### src/rtl/decoder_4_16_seq_pkg.sv
`default_nettype none
// ============================================================================
//  Module      : decoder_4_16_seq_pkg
//  Description : Shared constants for the sequenced 4-to-16 decoder: index
//                width, one-hot word width and control FSM state encodings.
//  Revision    : 1.0 - initial release
// ============================================================================
package decoder_4_16_seq_pkg;

    // Index width and the matching one-hot word width.
    localparam int IDX_W  = 4;
    localparam int WORD_W = 16;

    // Control FSM state encodings.
    localparam logic [1:0] ST_IDLE = 2'd0;
    localparam logic [1:0] ST_RUN  = 2'd1;
    localparam logic [1:0] ST_DONE = 2'd2;

endpackage : decoder_4_16_seq_pkg
`default_nettype wire

### src/rtl/decoder_4_16.sv
`default_nettype none
// ============================================================================
//  Module      : decoder_4_16
//  Description : Purely combinational W-to-2**W one-hot decoder. Index a sets
//                bit a of y, where bit 0 is the leftmost (most significant)
//                bit, so a=0 gives 16'h8000 and a=15 gives 16'h0001.
//  Ports       : a [0:W-1]       - index in
//                y [0:2**W-1]    - one-hot word out
//  Revision    : 1.0 - initial release
// ============================================================================
module decoder_4_16
    import decoder_4_16_seq_pkg::*;
#(
    parameter int W = IDX_W
) (
    input  logic [0:W-1]      a,
    output logic [0:2**W-1]   y
);

    always_comb begin
        y    = '0;
        y[a] = 1'b1;
    end

endmodule : decoder_4_16
`default_nettype wire

### src/rtl/decoder_4_16_seq.sv
`default_nettype none
// ============================================================================
//  Module      : decoder_4_16_seq
//  Description : Sequenced one-hot decoder. On a start request it latches a
//                first/last index and mode, then delivers one registered
//                one-hot word per valid/ready transfer (a single word in
//                single mode, first..last with wrap in sweep mode), followed
//                by a one-cycle done pulse.
//  Ports       : clk    - clock, rising edge
//                rst_n  - asynchronous active-low reset
//                start  - request, sampled only in IDLE
//                mode   - 0 single word, 1 sweep first..last
//                first  - start index
//                last   - end index (sweep only)
//                ready  - consumer accepts the current word
//                valid  - y/idx hold a word
//                y      - registered one-hot word (zero when valid=0)
//                idx    - index of the current word
//                busy   - FSM not in IDLE
//                done   - one-cycle pulse after the final transfer
//  Revision    : 1.0 - initial release
// ============================================================================
module decoder_4_16_seq
    import decoder_4_16_seq_pkg::*;
#(
    parameter int W = IDX_W
) (
    input  logic              clk,
    input  logic              rst_n,
    input  logic              start,
    input  logic              mode,
    input  logic [0:W-1]      first,
    input  logic [0:W-1]      last,
    input  logic              ready,
    output logic              valid,
    output logic [0:2**W-1]   y,
    output logic [0:W-1]      idx,
    output logic              busy,
    output logic              done
);

    logic [1:0]          r_state;
    logic [0:W-1]        r_idx;
    logic [0:W-1]        r_last;
    logic                r_mode;
    logic                r_valid;
    logic [0:2**W-1]     r_y;
    logic                r_done;

    logic                w_transfer;
    logic                w_final;
    logic [0:W-1]        w_idx_inc;
    logic [0:W-1]        w_dec_idx;
    logic [0:2**W-1]     w_dec_y;

    // r_valid is only ever set in RUN, so it alone qualifies a transfer.
    assign w_transfer = r_valid & ready;
    assign w_final    = ~r_mode | (r_idx == r_last);
    // Natural W-bit overflow gives the 15 -> 0 wrap.
    assign w_idx_inc  = r_idx + 1'b1;

    // One shared decoder feeds the output register: in IDLE it decodes the
    // incoming first index, in RUN it decodes the next index of the sweep.
    assign w_dec_idx  = (r_state == ST_IDLE) ? first : w_idx_inc;

    decoder_4_16 #(
        .W (W)
    ) u_decoder (
        .a (w_dec_idx),
        .y (w_dec_y)
    );

    always_ff @(posedge clk or negedge rst_n) begin
        if (!rst_n) begin
            r_state <= ST_IDLE;
            r_idx   <= '0;
            r_last  <= '0;
            r_mode  <= 1'b0;
            r_valid <= 1'b0;
            r_y     <= '0;
            r_done  <= 1'b0;
        end else begin
            case (r_state)
                ST_IDLE: begin
                    if (start) begin
                        r_state <= ST_RUN;
                        r_idx   <= first;
                        r_last  <= last;
                        r_mode  <= mode;
                        r_valid <= 1'b1;
                        r_y     <= w_dec_y;
                    end
                end
                ST_RUN: begin
                    // Without a transfer everything holds (stall).
                    if (w_transfer) begin
                        if (w_final) begin
                            r_state <= ST_DONE;
                            r_valid <= 1'b0;
                            r_y     <= '0;
                            r_done  <= 1'b1;
                        end else begin
                            r_idx   <= w_idx_inc;
                            r_y     <= w_dec_y;
                        end
                    end
                end
                ST_DONE: begin
                    r_state <= ST_IDLE;
                    r_done  <= 1'b0;
                end
                default: begin
                    r_state <= ST_IDLE;
                    r_valid <= 1'b0;
                    r_y     <= '0;
                    r_done  <= 1'b0;
                end
            endcase
        end
    end

    assign valid = r_valid;
    assign y     = r_y;
    assign idx   = r_idx;
    assign busy  = (r_state != ST_IDLE);
    assign done  = r_done;

endmodule : decoder_4_16_seq
`default_nettype wire

### config.mk
export PLATFORM = sky130hd
export DESIGN_NAME = decoder_4_16_seq
export DESIGN_NICKNAME = d
export VERILOG_FILES = /design/src/rtl/decoder_4_16_seq_pkg.sv /design/src/rtl/decoder_4_16.sv /design/src/rtl/decoder_4_16_seq.sv
export SDC_FILE = /design/constraint.sdc
export NUM_CORES = 1
export LEC_CHECK = 0
export BUFFER_PORTS_ARGS = -buffer_cell sky130_fd_sc_hd__buf_2
export CORE_UTILIZATION = 45
export DETAILED_ROUTE_END_ITERATION = 12
export HOLD_SLACK_MARGIN = 0.02
export PLACE_DENSITY = 0.75
export REMOVE_ABC_BUFFERS = 1
export SLEW_MARGIN = 20
export SYNTH_ARGS = -nofsm -noshare
export SYNTH_HDL_FRONTEND = slang
export SYNTH_SLANG_ARGS = --single-unit
export TNS_END_PERCENT = 30
### constraint.sdc
create_clock -name clk -period 2.3 [get_ports clk]
set_input_delay 0.23 -clock clk [delete_from_list [all_inputs] [get_ports clk]]
set_output_delay 0.23 -clock clk [all_outputs]
set_load 0.005 [all_outputs]
==> run summary <==
final hold vios: 0
first-pass GRT wire length: 5350 um
Syn-to-layout area delta: 19.1%
worst hold path stage count: 2
number of synthesized register bits: 29
Final min period: 1.95 ns
clk root buf: clkbuf_4
Slowest-stage cell, CP: o41ai_4
Highest Clock Rate: 0.513 GHz
reg-to-reg startpoint: idx[3]$_DFFE_PN0P_
data arrival time of the worst path: 2.16 ns
crit-path max FO: 10
WL/cell: 14.6 um
total CTS buffers: 5
Post-synth EDFFs: 0
Netlist Area Pre-Place: 1480 um^2
clk_lat worst skew: 0.32 ns
CTS H-tree lvls: 2
Worst path max stage delay: 0.59 ns
final hold slack: 0.137 ns
hold crit path type: input port to register
Buf/Inv on CP: 0
setup TNS: 0 ns
Reg clk slew, reported paths: 0.09 ns
largest area contributor in the netlist: dfrtp_1
ys async rst share: 100%
vias per cell: 5.61
DR pass1 iterations: 7
Max IR drop VDD: 0.000641 V
CTS sink cnt: 29
crit-path cells: xor2_1 > o41ai_4 > o21ai_4 > mux2_4
top_reg_cell synth: dfrtp_1
Post-DP HPWL: 2360 um
RSZ-0062 raised after global routing: false
GRT overflow: 0
Critical Path End Type: register
Ys Warns: 0
cell family with most CP delay: compound AO/OA/AOI/OAI gates
Routed Antenna Nets: 0
share of cells above drive strength 1: 33.0%
Slew @ Worst Pin: 0.700 ns
CP Class: register to register
Initial Utilization: 48.1%
RePlAce Congestion: 0.857
status: finished, final reports clean
Die Wd: 59.4 um
worst reg2reg setup slack: 0.35 ns
FP Rows: 20
max-slew violation count: 0
final period utilization: 84.7%
die area: 3520 um^2
post-route cell area: 1760 um^2
Max Cap Viol: 0
vias in the first global route: 1191
initial antenna violation count: 0
DRC viols: 0
hold_sp: last[0]
overall routing resource usage: 20.6%
largest net degree at the start of global routing: 30
CP Launch Type: register
reg-to-reg endpoint: idx[2]$_DFFE_PN0P_
skew final: 0.00424 ns
IO Port Bufs: 35
ANT cells: 0
IO Pins: 36
final setup fails: 0
vias: 1235
WHS Endpoint: r_last[0]$_DFFE_PN0P_
Longest Clk Path Bufs: 2
Routed WL: 3210 um
CTS tree: done
Cells after Synth: 137
Worst Reg2Reg Path Length in Cells: 4
Die Span Y: 59.4 um
Worst EP required: 2.52 ns
power per cell area: 1510 nW/um^2
Core Region: 3080 um^2
Fill cells: 285
final net count: 189
post-synthesis area per instance: 10.8 um^2
DP Area: 1680 um^2
Seq/Total Area, Yosys: 49.0%
leak pwr: 0.000829 uW
Slew headroom: 53.4%
Yosys cell types: 42
top post-synthesis cells by area: dfrtp_1 49%, a32o_1 5.4%, o31ai_1 5.1%
Iteration-0 DRC Markers: 43
top cell type's share of synthesized area: 49.0%
-- layer usage --
metal / part of all wire [%] / global-route usage, % / vias to the layer above
met4: 0.53 / 6.80 / 0
met2: 47 / 32.4 / 57
met3: 6.4 / 6.33 / 2
li1: - / - / 590
met5: 0 / 0 / -
met1: 46 / 26.9 / 586
-- synthesized netlist by cell type, types with 2 or more instances --
| master | instances |
|---|---|
| o31ai_1 | 10 |
| mux2_2 | 6 |
| inv_1 | 6 |
| xor2_1 | 5 |
| o21ai_1 | 2 |
| nor2_1 | 7 |
| nand3_1 | 2 |
| nand2_1 | 19 |
| a32o_1 | 8 |
| a21oi_1 | 5 |
| a211oi_1 | 2 |
| a21o_1 | 2 |
| a31oi_1 | 2 |
| nor3_1 | 3 |
| dfrtp_1 | 29 |
| buf_6 | 2 |
| clkbuf_1 | 2 |
-- placed cells by master (no fill, tap or decap), drive strengths merged, types with 2 or more instances in the layout --
cell type and n:
a21o 2, a21oi 5, a32o 8, nor2 8, nand3 2, nand2 19, o21a 2, mux2 7
o21ai 4, o31ai 10, buf 36, a31oi 2, xor2 5, dfrtp 29, a211oi 2, clkbuf 7
inv 6, nor3 3
-- repair_timing --
action,in CTS,in global routing
gates resized for setup,0,0
hold endpoints to repair,29,0
hold buffers,1,0
buffers inserted,0,0
-- registers in the layout, summed over array words and instances, names as in the netlist --
name and count:
idx 4, r_mode 1, valid 1, r_state 2, y 16, r_last 4
done 1
-- worst register-to-register path: stages (launching register included) --
cell and delay [ns]:
dfrtp_1 0.50, xor2_1 0.24, o41ai_4 0.59, o21ai_4 0.19, mux2_4 0.33
-- where the power goes --
part / total, uW / leakage, uW / switching, uW / internal (uW)
combinational: 1340 / 0.000415 / 775 / 570
sequential: 958 / 0.000372 / 224 / 734
clock: 352 / 0.0000413 / 175 / 177
-- final cells by class --
| type | count | area (um^2) | share of cell area (%) |
|---|---|---|---|
| Timing Repair Buffer | 37 | 193 | 10.9 |
| Tap cell | 44 | 55.1 | 3.12 |
| Clock buffer | 7 | 65.1 | 3.69 |
| Clock inverter | 1 | 5.00 | 0.284 |
| Inverter | 6 | 22.5 | 1.28 |
| Sequential cell | 29 | 726 | 41.2 |
| Multi-Input combinational cell | 96 | 697 | 39.5 |
-- how the worst max path moves through the flow --
stage / start / endpoint / cells after the start
2_1_floorplan: idx[3]$_DFFE_PN0P_ / idx[2]$_DFFE_PN0P_ / 4
3_3_place_gp: idx[3]$_DFFE_PN0P_ / idx[0]$_DFFE_PN0P_ / 4
3_5_place_dp: r_state[0]$_DFFE_PN0P_ / y[15]$_DFFE_PN0P_ / 4
4_1_cts: r_state[0]$_DFFE_PN0P_ / y[15]$_DFFE_PN0P_ / 4
5_1_grt: idx[3]$_DFFE_PN0P_ / idx[3]$_DFFE_PN0P_ / 4
6_report: idx[3]$_DFFE_PN0P_ / idx[2]$_DFFE_PN0P_ / 4
-- logic make-up (layout without fill, tap and decap cells) --
logic type,Yosys count,after routing,synth area share [%]
AOI/OAI and AO/OA,41,41,23.2
buffers and inverters,12,51,4.14
and+or+nand+nor,41,41,13.7
DFF,29,29,49.0
adders and majority gates,1,1,0.845
muxes,7,7,5.58
xor gates and xnor gates,6,6,3.55
-- stage by stage --
step | utilization, % | total power [uW] | cells | setup slack [ns]
after global placement | 54.6 | 2240 | 211 | 0.416
after detailed placement | 54.6 | 2310 | 211 | 0.326
final | 57.3 | 2650 | 220 | 0.352
after floorplan | - | 1860 | 131 | 0.532
after global routing | 57.3 | 2870 | 220 | 0.181
after CTS | 57.2 | 2670 | 220 | 0.308
(Power assumes the default switching activity.)
